$ cat src/rtl/wb_master_bridge.sv
// wb_master_bridge: single-master WISHBONE classic-cycle bridge between the
// MEM stage and the slave decoder. Each CPU load/store becomes one bus cycle.
// The pipeline is held with `pause` until that cycle terminates.
// Optional feature: define WB_TIMEOUT_EN to abort cycles that receive no
// ack/err within TIMEOUT bus cycles. The abort is reported as a bus error.
module wb_master_bridge #(
    parameter int unsigned TIMEOUT = 255
) (
    input  logic        clk,
    input  logic        rst_n,
    // MEM-stage side
    input  logic        cpu_req,
    input  logic        cpu_we,
    input  logic [31:0] cpu_addr,
    input  logic [31:0] cpu_wdata,
    input  logic [3:0]  cpu_be,
    output logic [31:0] cpu_rdata,
    output logic        pause,
    output logic        bus_err,
    // WISHBONE master side
    output logic        wb_cyc_o,
    output logic        wb_stb_o,
    output logic        wb_we_o,
    output logic [31:0] wb_adr_o,
    output logic [31:0] wb_dat_o,
    output logic [3:0]  wb_sel_o,
    input  logic [31:0] wb_dat_i,
    input  logic        wb_ack_i,
    input  logic        wb_err_i
);

    typedef enum logic [1:0] {
        S_IDLE = 2'd0,
        S_BUS  = 2'd1,
        S_DONE = 2'd2
    } state_t;

    state_t state_q;
    state_t state_d;

    logic accept;    // request taken this cycle
    logic tmo_hit;   // timeout reached in the current BUS cycle
    logic term_err;  // cycle ends as an error (err, or timeout without ack)
    logic term_any;  // cycle ends this clock

    // The timeout limit must fit the 16-bit counter.
    if (TIMEOUT < 1 || TIMEOUT > 65535) begin : g_bad_timeout
        $error("wb_master_bridge: TIMEOUT must be in 1..65535");
    end

    assign accept   = (state_q == S_IDLE) && cpu_req;
    assign term_err = (state_q == S_BUS) && (wb_err_i || (tmo_hit && !wb_ack_i));
    assign term_any = (state_q == S_BUS) && (wb_ack_i || wb_err_i || tmo_hit);

`ifdef WB_TIMEOUT_EN
    localparam logic [15:0] TMO_LAST = 16'(TIMEOUT - 1);

    logic [15:0] tmo_cnt;

    // Count BUS cycles; the count is 0 in the first BUS cycle, so the
    // TIMEOUT-th BUS cycle is the one where the count equals TIMEOUT-1.
    always_ff @(posedge clk or negedge rst_n) begin
        if (!rst_n) begin
            tmo_cnt <= '0;
        end else if (accept) begin
            tmo_cnt <= '0;
        end else if (state_q == S_BUS) begin
            tmo_cnt <= tmo_cnt + 16'd1;
        end
    end

    assign tmo_hit = (state_q == S_BUS) && (tmo_cnt == TMO_LAST);
`else
    assign tmo_hit = 1'b0;
`endif

    // State register.
    always_ff @(posedge clk or negedge rst_n) begin
        // NOTE: sequential state uses non-blocking assignments so every
        // register samples pre-edge values regardless of block ordering.
        if (!rst_n) begin
            state_q <= S_IDLE;
        end else begin
            state_q <= state_d;
        end
    end

    // Next-state logic.
    always_comb begin
        // NOTE: default assignment first, so no path leaves state_d unassigned
        // and no latch is inferred.
        state_d = state_q;
        case (state_q)
            S_IDLE:  if (cpu_req)  state_d = S_BUS;
            S_BUS:   if (term_any) state_d = S_DONE;
            S_DONE:  state_d = S_IDLE;   // cpu_req still belongs to the finished access
            default: state_d = S_IDLE;
        endcase
    end

    // FSM outputs: cyc/stb follow the registered state, so an asynchronous
    // reset drops them immediately.
    always_comb begin
        wb_cyc_o = (state_q == S_BUS);
        wb_stb_o = (state_q == S_BUS);
        pause    = accept || (state_q == S_BUS);
    end

    // Latch the request into the bus output registers when it is accepted.
    always_ff @(posedge clk or negedge rst_n) begin
        // NOTE: these are plain output registers, not storage arrays, so they
        // get reset values and the bus never shows X after reset.
        if (!rst_n) begin
            wb_we_o  <= 1'b0;
            wb_adr_o <= '0;
            wb_dat_o <= '0;
            wb_sel_o <= '0;
        end else if (accept) begin
            wb_we_o  <= cpu_we;
            wb_adr_o <= cpu_addr;
            wb_dat_o <= cpu_wdata;
            wb_sel_o <= cpu_be;
        end
    end

    // Capture read data on termination, and flag errors with a one-cycle
    // pulse that lands in DONE. Stores never touch cpu_rdata.
    always_ff @(posedge clk or negedge rst_n) begin
        if (!rst_n) begin
            cpu_rdata <= '0;
            bus_err   <= 1'b0;
        end else begin
            bus_err <= term_err;
            if (term_any && !wb_we_o) begin
                cpu_rdata <= term_err ? 32'h0 : wb_dat_i;
            end
        end
    end

endmodule

$ cat config.mk
export PLATFORM = sky130hd
export DESIGN_NAME = wb_master_bridge
export DESIGN_NICKNAME = d
export VERILOG_FILES = /design/src/rtl/wb_master_bridge.sv
export SDC_FILE = /design/constraint.sdc
export NUM_CORES = 1
export LEC_CHECK = 0
export BUFFER_PORTS_ARGS = -buffer_cell sky130_fd_sc_hd__buf_2
export CORE_ASPECT_RATIO = 0.7
export CORE_MARGIN = 8
export CORE_UTILIZATION = 49
export DETAILED_ROUTE_END_ITERATION = 12
export HOLD_SLACK_MARGIN = 0.08
export PLACE_DENSITY = 0.85
export SLEW_MARGIN = 20
export SYNTH_ARGS = -nofsm -noshare
export SYNTH_HDL_FRONTEND = slang
export SYNTH_SLANG_ARGS = --single-unit
$ cat constraint.sdc
create_clock -name clk -period 4 [get_ports clk]
set_input_delay 0 -clock clk [delete_from_list [all_inputs] [get_ports clk]]
set_output_delay 0 -clock clk [all_outputs]
set_load 0.005 [all_outputs]
# ---- Word level (Yosys, flattened, before mapping)
# Index checks and enable logic that the tools add are counted.
dict set report classes {
  eq_ne 3
  n_mux 4
  n_reduce_logical 9
}
# cell n
set ops {}
lappend ops {{$mux W32} 1}
lappend ops {{$logic_and A1 B1 Y1} 4}
lappend ops {{$mux W2} 2}
lappend ops {{$pmux W2 S2} 1}
lappend ops {{$eq A2 B1 Y1 const B} 1}
lappend ops {{$logic_not A2 Y1} 1}
lappend ops {{$logic_or A1 B1 Y1} 2}
lappend ops {{$ne A2 B1 Y1 const B} 1}
lappend ops {{$ne A2 B2 Y1 const B} 1}
lappend ops {{$reduce_and A2 Y1} 1}
lappend ops {{$logic_not A1 Y1} 1}
dict set report totals {
  reg_bits 104
  output_inout_bits 105
  elab_cells 23
}

# ---- Logic depth before layout (Yosys ltp)
dict set report depth {
  word_depth 4
  depth_mapped 4
  depth_no_buf 3
}

# ---- Worst setup path after synthesis
# Ideal clock, no wire load.
dict set report synth_timing {
  path_kind {register -> register}
  startpoint {register state_q[1]}
  endpoint {register wb_adr_o[0]}
  setup_ns 0.125
  arrival_time_ns 1.211
  t_required_ns 3.875
  path_slack_ns 2.664
  path_stages_with_launch 5
  synth_period_minus_slack_ns 1.336
  cell_sequence {dfrtp_1 nor3b_1 buf_2 buf_4 mux2_2}
}
dict set report synth_via {
  elab_chain_len 2
}
# item line
set synth_rtl {}
lappend synth_rtl {{from (decl)} 38} ;# state_t state_q;
lappend synth_rtl {{from (signal assigned)} 84} ;# state_q <= state_d;
lappend synth_rtl {{$logic_not A2 Y1} 51} ;# assign accept = (state_q == S_IDLE) && cpu_req;
lappend synth_rtl {{$logic_and A1 B1 Y1} 51}
lappend synth_rtl {{to (signal assigned)} 120} ;# wb_adr_o <= cpu_addr;
lappend synth_rtl {{to (decl)} 24} ;# output logic [31:0] wb_adr_o,
# No other way between the ends.
# A chain may end at the register's enable or synchronous reset.

# ---- Worst setup path after layout
dict set report layout_timing {
  startpoint {register state_q[1]}
  endpoint {register wb_adr_o[7]}
}
# Same word-level chain as after synthesis.

==> impl_results.md <==
* Status: completed
* DP Area at about 5200 µm²
* CP startpoint kind: flip-flop
* Crit path DAT at between 1.5 and 2 ns
* Die W at 126 µm
* Layout Utilization at 0.791
* CTS sink count at between 100 and 150
* Synth area leaders: dfrtp_1 63%, mux2_2 19%, mux2i_1 7.8%
* Seq/Total Area, Yosys at 0.632
* CP required at between 4 and 5 ns
* Placed Cells at about 600
* Final non-filler cell area at 6570 µm²
* Slowest Stage Delay on Critical Path at 0.53 ns
* Post-Syn Instances at between 200 and 300
* Die Span Y at about 93 µm
* DR vias at ~3500
* Global placement routability congestion at 0.743
* PostCTS Resize Cnt at 0
* Top delay family on crit path: buffers and inverters
* Vias per inst at around 5
* Max cap viols at 0
* Share of the synthesized area in the top cell type at 0.632
* Final wirelength at between 10 and 15 mm
* Worst Tran Pin Value at 0.804 ns
* PD cells at between 500 and 600 nW/µm²
* Largest net degree at the start of global routing at 66
* Layout overhead on the synthesized area at 59.5%
* First-pass GRT wire length at 20.6 mm
* Layout Nets at around 720
* Post-route ant nets at 0
* Internal at 2.67 mW
* Clock power share at 0.213
* Final setup TNS at 0 ns
* Slew Viols, Final at 0
* Setup CP Type: flip-flop to flip-flop
* Hpwl dp at about 7.9 mm
* Synth area leader: dfrtp_1
* Synth Flop Type: dfrtp_1
* Final setup viols at 0
* # DRC at 0
* Post-synth EDFFs at 0
* CTS clk-pin slew, worst paths at 0.06 ns
* Critical Path Slowest Stage Cell: buf_4
* Yosys warns at 0
* WP depth at 3
* CP Buf/Inv Count at 1
* Leakage at about 3.3 nW
* Top cells by count, synth: 104 x dfrtp_1, 69 x mux2_2, 34 x inv_1
* PortBufs at 210
* GRT busiest layer: met2
* Comb pwr share at 0.343
* Top-count cell post-synth: dfrtp_1
* Non-filler instance count after layout at around 700
* Ys async rst share at 1.00
* Fin crit period at 1.73 ns
* Initial core utilization at 0.496
* Switching pwr at approximately 1.2 mW
* Multi-input logic area at 1280 µm²
* Worst Path Max Fanout at between 40 and 50
* Fmax achieved at about 580 MHz
* Avg WL per Cell at around 18 µm
* Worst skew pair latency at 0.34 ns
* Total track usage at 0.224
* Post-synthesis net count at 400
* Filler Cells Inserted at just under 500
* CTS buffer count at 9
* Register share of total power at 0.444
* CP Capture Type: flip-flop
* Clk buf depth at 2
* Headroom to the max-slew limit at 0.464
* FF/Latch Area at between 2000 and 3000 µm²
* Initial DRC count at 170
* Clock Skews at approximately 0.0055 ns
* RSZ-0062 raised after global routing: false
* CTS tree: yes
* Htree depth at 3
* Core area at between 8000 and 9000 µm²
* Layout cells sized above 1 at 0.492
* Met1 usage at 0.223
* Vias in the first global route at 3976
* Critical-path cell list: nor3b_2, buf_4, mux2_2
* Grt total ovfl at 0
* Root Driver: clkbuf_16
* Yosys reg bits at between 100 and 150
* Cell area after synthesis at slightly above 4000 µm²
* Worst R2R Path Depth at 3
* Syn avg cell area at about 14 µm²
* Drt first pass iters at 6
* Met3 Use GR at 0.0769
* Std-Cell Rows at 28
* Count of final hold-check violations at 0
* Die area at 11600 µm²
* Met2 Use GR at 0.425
* Final Cycle Share at 0.432
* Worst VDD drop at 0.424 mV
* Synth cell types at 16
* Initial antenna violation count at 0
* Worst hold path class: primary input to asynchronous set/reset pin
* Switching share of total power at 0.313
* Ports at 211
## stage by stage
step / setup WS (ns) / power, mW / hold slack, ns
after floorplan: 2.66 / 2.29 / -0.296
after global placement: 2.20 / 2.87 / 0.135
after detailed placement: 2.31 / 2.94 / 0.145
after CTS: 2.30 / 3.86 / 0.259
after global routing: 2.19 / 4.11 / 0.373
final: 2.27 / 3.88 / 0.296
## path summary, 6_finish.rpt
| check | from | to | slack, ns |
|---|---|---|---|
| min in group clk | wb_err_i | bus_err | 0.32 |
| min reg2reg | wb_dat_o[24] | wb_dat_o[24] | 0.50 |
| max reg2reg | state_q[1] | wb_adr_o[7] | 2.27 |
| max | state_q[1] | wb_adr_o[7] | 2.27 |
| max in group asynchronous | rst_n | wb_adr_o[19] | 2.67 |
| min | rst_n | wb_adr_o[0] | 0.30 |
## area by class of cell
| cell class | count | share of cell area |
|---|---|---|
| well taps | 105 | 0.0200 |
| inverters | 34 | 0.0194 |
| clock inverters | 4 | 0.00438 |
| diodes | 1 | 0.000381 |
| multi-input cells | 141 | 0.195 |
| repair buffers | 319 | 0.325 |
| flip-flops and latches | 104 | 0.396 |
| clock buffers | 12 | 0.0391 |
## worst reg2reg max path, cell delays in order (launching register included)
cell and delay (ns):
dfrtp_1 0.40, nor3b_2 0.22, buf_4 0.53, mux2_2 0.46
## registers in the layout, indices dropped and copies added, names as in the netlist
signal	flops
wb_sel_o	4
wb_we_o	1
cpu_rdata	32
bus_err	1
state_q	2
wb_dat_o	32
wb_adr_o	32
## power by group through the flow
stage / clock network (mW) / registers [mW] / logic, mW
after floorplan: 0 / 1.74 / 0.545
after global placement: 0 / 1.68 / 1.19
after detailed placement: 0 / 1.71 / 1.23
after CTS: 0.844 / 1.70 / 1.31
after global routing: 0.882 / 1.78 / 1.45
final: 0.825 / 1.72 / 1.33
## cells by family after synthesis
| logic type | after synthesis | synth area share |
|---|---|---|
| flip-flops | 104 | 0.632 |
| buffers and inverters | 49 | 0.0577 |
| AND/OR/NAND/NOR | 39 | 0.0416 |
| AO/OA/AOI/OAI | 1 | 0.00182 |
| multiplexers | 101 | 0.267 |
## metal layers
metal | vias up | part of all wire | routed length [µm]
met5 | - | 0 | 0
met4 | 0 | 0.023 | 305
met3 | 27 | 0.077 | 1010
met2 | 158 | 0.54 | 6990
met1 | 1732 | 0.36 | 4760
li1 | 1584 | - | -
## repair_timing
| action | in CTS | in global routing |
|---|---|---|
| hold buffers | 104 | 0 |
| setup buffers | 0 | 0 |
| hold endpoints to repair | 167 | 0 |
## cells in the final DEF (no fill, tap or decap), types with 2 or more instances in the layout
master and instances:
buf_2 209, buf_4 5, clkbuf_16 9, clkbuf_8 2, clkinvlp_4 2, dfrtp_1 104, dlygate4sd3_1 104, inv_1 34
mux2_2 69, mux2i_1 32, nand2_1 32, nor2_1 2
(Power assumes the default switching activity.)
